### src/rtl/mem_arbiter_pkg.sv
// Shared constants for the I/D cache memory arbiter: FSM state encodings and requester IDs.
package mem_arbiter_pkg;

    localparam logic [1:0] ARB_IDLE   = 2'd0;
    localparam logic [1:0] ARB_BUSY_I = 2'd1;
    localparam logic [1:0] ARB_BUSY_D = 2'd2;
    localparam logic [1:0] ARB_DONE   = 2'd3;

    localparam logic REQ_I = 1'b0;
    localparam logic REQ_D = 1'b1;

endpackage

### src/rtl/mem_arbiter_pick.sv
// Combinational two-requester picker. With MEM_ARB_RR_EN the pointer names the
// preferred requester under contention; otherwise the D-cache always wins.
module arb_pick
    import mem_arbiter_pkg::*;
(
    input  logic       i_valid,
    input  logic       d_valid,
`ifdef MEM_ARB_RR_EN
    input  logic       ptr,
`endif
    output logic [1:0] grant
);

    // One-hot grant indexed by requester ID
    always_comb begin
        grant = 2'b00;
        if (i_valid && d_valid) begin
`ifdef MEM_ARB_RR_EN
            grant[ptr] = 1'b1;
`else
            grant[REQ_D] = 1'b1;
`endif
        end else if (d_valid) begin
            grant[REQ_D] = 1'b1;
        end else if (i_valid) begin
            grant[REQ_I] = 1'b1;
        end else begin
            grant = 2'b00;
        end
    end

endmodule

### src/rtl/mem_arbiter.sv
// I-cache / D-cache arbiter onto a single memory port. Optional round-robin
// arbitration is compiled in with MEM_ARB_RR_EN (fixed D priority otherwise).
module mem_arbiter
    import mem_arbiter_pkg::*;
#(
    parameter int ADDR_W = 32,
    parameter int DATA_W = 32
) (
    input  logic              clk,
    input  logic              rst,
    input  logic [ADDR_W-1:0] i_req_addr,
    input  logic              i_req_valid,
    output logic [DATA_W-1:0] i_rsp_data,
    output logic              i_rsp_ready,
    input  logic [ADDR_W-1:0] d_req_addr,
    input  logic              d_req_wr,
    input  logic [DATA_W-1:0] d_req_wdata,
    input  logic              d_req_valid,
    output logic [DATA_W-1:0] d_rsp_data,
    output logic              d_rsp_ready,
    output logic [ADDR_W-1:0] mem_req_addr,
    output logic [DATA_W-1:0] mem_wr_data,
    output logic              mem_req_wr,
    output logic              mem_req_valid,
    input  logic [DATA_W-1:0] mem_req_data,
    input  logic              mem_req_ready
);

    logic [1:0] state_r;
    logic [1:0] grant_s;

`ifdef MEM_ARB_RR_EN
    logic rr_ptr_r;

    arb_pick u_pick (
        .i_valid (i_req_valid),
        .d_valid (d_req_valid),
        .ptr     (rr_ptr_r),
        .grant   (grant_s)
    );

    // Preference flips to the requester that was not just granted
    always_ff @(posedge clk or posedge rst) begin
        if (rst) begin
            rr_ptr_r <= REQ_I;
        end else if (state_r == ARB_IDLE && grant_s != 2'b00) begin
            rr_ptr_r <= grant_s[REQ_I] ? REQ_D : REQ_I;
        end else begin
            rr_ptr_r <= rr_ptr_r;
        end
    end
`else
    arb_pick u_pick (
        .i_valid (i_req_valid),
        .d_valid (d_req_valid),
        .grant   (grant_s)
    );
`endif

    // Arbitration FSM: launch, hold the bus until memory handshakes, pulse ready once
    always_ff @(posedge clk or posedge rst) begin
        if (rst) begin
            state_r       <= ARB_IDLE;
            mem_req_addr  <= {ADDR_W{1'b0}};
            mem_wr_data   <= {DATA_W{1'b0}};
            mem_req_wr    <= 1'b0;
            mem_req_valid <= 1'b0;
            i_rsp_data    <= {DATA_W{1'b0}};
            i_rsp_ready   <= 1'b0;
            d_rsp_data    <= {DATA_W{1'b0}};
            d_rsp_ready   <= 1'b0;
        end else begin
            case (state_r)
                ARB_IDLE: begin
                    i_rsp_ready <= 1'b0;
                    d_rsp_ready <= 1'b0;
                    if (grant_s[REQ_D]) begin
                        mem_req_addr  <= d_req_addr;
                        mem_req_wr    <= d_req_wr;
                        mem_wr_data   <= d_req_wdata;
                        mem_req_valid <= 1'b1;
                        state_r       <= ARB_BUSY_D;
                    end else if (grant_s[REQ_I]) begin
                        mem_req_addr  <= i_req_addr;
                        mem_req_wr    <= 1'b0;
                        mem_wr_data   <= {DATA_W{1'b0}};
                        mem_req_valid <= 1'b1;
                        state_r       <= ARB_BUSY_I;
                    end else begin
                        state_r <= ARB_IDLE;
                    end
                end
                ARB_BUSY_I: begin
                    if (mem_req_ready) begin
                        mem_req_valid <= 1'b0;
                        i_rsp_data    <= mem_req_data;
                        i_rsp_ready   <= 1'b1;
                        state_r       <= ARB_DONE;
                    end else begin
                        state_r <= ARB_BUSY_I;
                    end
                end
                ARB_BUSY_D: begin
                    if (mem_req_ready) begin
                        mem_req_valid <= 1'b0;
                        if (!mem_req_wr) begin
                            d_rsp_data <= mem_req_data;
                        end else begin
                            d_rsp_data <= d_rsp_data;
                        end
                        d_rsp_ready <= 1'b1;
                        state_r     <= ARB_DONE;
                    end else begin
                        state_r <= ARB_BUSY_D;
                    end
                end
                ARB_DONE: begin
                    // No arbitration here: the requester gets a cycle to drop valid
                    i_rsp_ready <= 1'b0;
                    d_rsp_ready <= 1'b0;
                    state_r     <= ARB_IDLE;
                end
                default: begin
                    i_rsp_ready   <= 1'b0;
                    d_rsp_ready   <= 1'b0;
                    mem_req_valid <= 1'b0;
                    state_r       <= ARB_IDLE;
                end
            endcase
        end
    end

endmodule

### config.mk
export PLATFORM = sky130hd
export DESIGN_NAME = mem_arbiter
export DESIGN_NICKNAME = d
export VERILOG_FILES = /design/src/rtl/mem_arbiter_pkg.sv /design/src/rtl/mem_arbiter_pick.sv /design/src/rtl/mem_arbiter.sv
export SDC_FILE = /design/constraint.sdc
export NUM_CORES = 1
export LEC_CHECK = 0
export ABC_CLOCK_PERIOD_IN_PS = 10330
export CAP_MARGIN = 20
export CORE_UTILIZATION = 45
export CTS_BUF_LIST = sky130_fd_sc_hd__clkbuf_2
export CTS_CLUSTER_SIZE = 10
export DETAILED_ROUTE_END_ITERATION = 10
export GPL_ROUTABILITY_DRIVEN = 1
export PLACE_DENSITY = 0.95
export SYNTH_ARGS = -nofsm -noshare
export SYNTH_HDL_FRONTEND = slang
export SYNTH_HIERARCHICAL = 1
export SYNTH_SLANG_ARGS = --single-unit
### constraint.sdc
create_clock -name clk -period 10.33 [get_ports clk]
set_input_delay 2.5825 -clock clk [delete_from_list [all_inputs] [get_ports clk]]
set_output_delay 2.5825 -clock clk [all_outputs]
set_load 0.02 [all_outputs]
==> results.yml <==
worst_hold_path:
  hold_class: "register to register"
sta:
  holdWs_ns: 0.5030
  max_freq_mhz: 232.0
  finalHoldViolCount: 0
  setup_viol: 0
  tightestPinTransition_ns: 0.8763
  rsz0062_at_grt: "no"
  finalMaxSlewViolations: 0
  slew_headroom_pct: 41.27
  finClkSkew_ns: 0.02680
  final.setup.tns_ns: 0
  finalCritPeriodShare_pct: 41.73
  fin_crit_ns: 4.310
die:
  die_area_um2: 12250
  ioPinCount: 266
  core_area_um2: 11470
  chipWidth_um: 110.7
  die_h_um: 110.7
  initial_core_util_pct: 46.34
  rows: 39
cts:
  cts_root_buf: "clkbuf_2"
  cts_post_setup_buffers_inserted: 0
  htree_levels: 4
  hold_buffers: 0
  cts_buffer_depth: 2
  tritoncts: "built"
  cts_buffers: 17
  clock_sinks: 134
  clk_pin_slew_ns: 0.19
  cts_resized: 0
  clkLatencyLatePin_ns: 0.66
pwr:
  power_mw: 2.606
  power_density_nw_per_um2: 314.1
  p_leak_nw: 3.623
  peakVddDrop_mv: 0.1937
setup_path:
  critPathLaunchType: "register"
  endpoint_kind: "output port"
  arrival_ns: 1.73
  path_class: "register to output port"
  cpPeakStageDelay_ns: 0.63
  critPathRequiredTime_ns: 7.75
  path_buf_inv: 1
  cp_top_family: "buffers and inverters"
  slowest_stage: "clkdlybuf4s50_1"
  crit_chain: "clkdlybuf4s50_1"
  cp_max_fo: 3
finish:
  num-nets-final: 786
  layout.cells.most_common_list: "clkdlybuf4s50_1 (264), dfrtp_1 (134), mux2_2 (64), nand2_1 (36)"
  layout-drive-gt1-share_pct: 15.78
  n_antenna_cell: 0
  area_growth_pct: 56.16
  final_common_cell: "clkdlybuf4s50_1"
global_routing:
  overflow: 0
  grt_pass1_wl_mm: 22.30
  grt_max_degree: 82
  grt_pass1_vias: 4368
  groute.usage.overall_pct: 23.05
  antenna_found_initial: 0
yosys:
  synth_cell_types: 22
  syn_nets: 522
  yosysWarnings: 6
  avgSynthCellArea_um2: 13.87
  ys_seq_area_share_pct: 63.10
  ys_seq_elements: 134
  syn_area_um2: 5314
  syn_inst: 383
route:
  routed_wl_mm: 13.54
  via_per_inst: 5.153
  first_pass_iters: 7
  vias: 4133
  detail-route-antenna-nets: 0
  wl_per_cell_um: 16.88
  first_iter_violations: 197
  route.detailed.drc: 0
place:
  gp_congestion: 0.7570
  hpwl_mm: 10.00
  io_buffers: 265
status:
  status: "finished, final reports clean"
job:
  drv_cap: 0
## Yosys cell counts
cell,number,area (µm²)
clkbuf_1,3,11.26
nand2b_1,1,6.260
ha_1,5,62.56
o21ai_1,2,10.01
o21ai_4,1,16.27
mux2i_1,32,320.3
nand3b_2,1,11.26
mux2_2,64,720.7
o31ai_1,1,7.510
buf_2,17,85.08
a21oi_1,4,20.02
nor2b_1,1,6.260
nand2_1,36,135.1
dfrtp_1,134,3353
and2_1,1,6.260
o21ai_0,33,165.2
nand3b_1,1,7.510
inv_1,4,15.01
a22o_1,33,289.0
buf_4,6,45.04
nor3b_1,1,7.510
o22ai_1,2,12.51
## flip-flops by register name, summed over array words and instances, names as in the netlist
name / count
state_r: 2
d_rsp_ready: 1
mem_wr_data: 32
i_rsp_ready: 1
mem_req_valid: 1
mem_req_wr: 1
d_rsp_data: 32
i_rsp_data: 32
mem_req_addr: 32
## layout make-up
class	instances	area [µm²]
fillers	763	3169
clock inverters	13	133.9
multi-input cells	219	1804
clock buffers	18	90.09
well taps	143	178.9
flip-flops and latches	134	3353
inverters	4	17.52
repair buffers	271	2720
## per-layer routing
metal / global-route usage [%] / share of wire [%]
met1: 28.04 / 41
met2: 37.93 / 49
met3: 7.381 / 7.6
met4: 9.511 / 2.4
met5: 0 / 0
## cell families (layout without fill, tap and decap cells)
family	after synthesis	in the layout	share of synthesized area, %
AOI/OAI and AO/OA	76	76	9.795
adders and majority gates	5	5	1.177
buffers and inverters	30	306	2.943
DFF	134	134	63.10
muxes	96	96	19.59
and+or+nand+nor	42	42	3.391
## power by group
part / internal (mW) / leakage [nW] / total, mW / switching, mW
sequential: 0.785 / 1.64 / 0.933 / 0.147
clock: 0.109 / 0.126 / 0.299 / 0.191
combinational: 0.705 / 1.86 / 1.37 / 0.669
## path summary, 6_finish.rpt
path | from | to | slack, ns | depth (start not counted)
setup / recovery | mem_req_wr | mem_req_wr | 6.02 | 1
hold / removal | mem_req_addr[10] | mem_req_addr[10] | 0.50 | 2
setup reg to reg | state_r[0] | d_rsp_data[6] | 8.18 | 4
hold reg to reg | mem_req_addr[10] | mem_req_addr[10] | 0.50 | 2
max in group asynchronous | rst | i_rsp_data[11] | 6.93 | 4
min in group asynchronous | rst | mem_req_addr[14] | 2.34 | 2
## stage by stage
stage / worst slack (ns) / util (%) / cell area (µm²) / instances
final: 6.020 / 72.36 / 8298 / 802
after global routing: 5.867 / 72.36 / 8298 / 802
after CTS: 5.930 / 71.99 / 8255 / 800
after detailed placement: 5.336 / 70.04 / 8031 / 769
after global placement: 5.567 / 70.04 / 8031 / 769
after floorplan: 4.165 / - / 5314 / 383
Note: power is estimated with default switching activity, not from simulation.
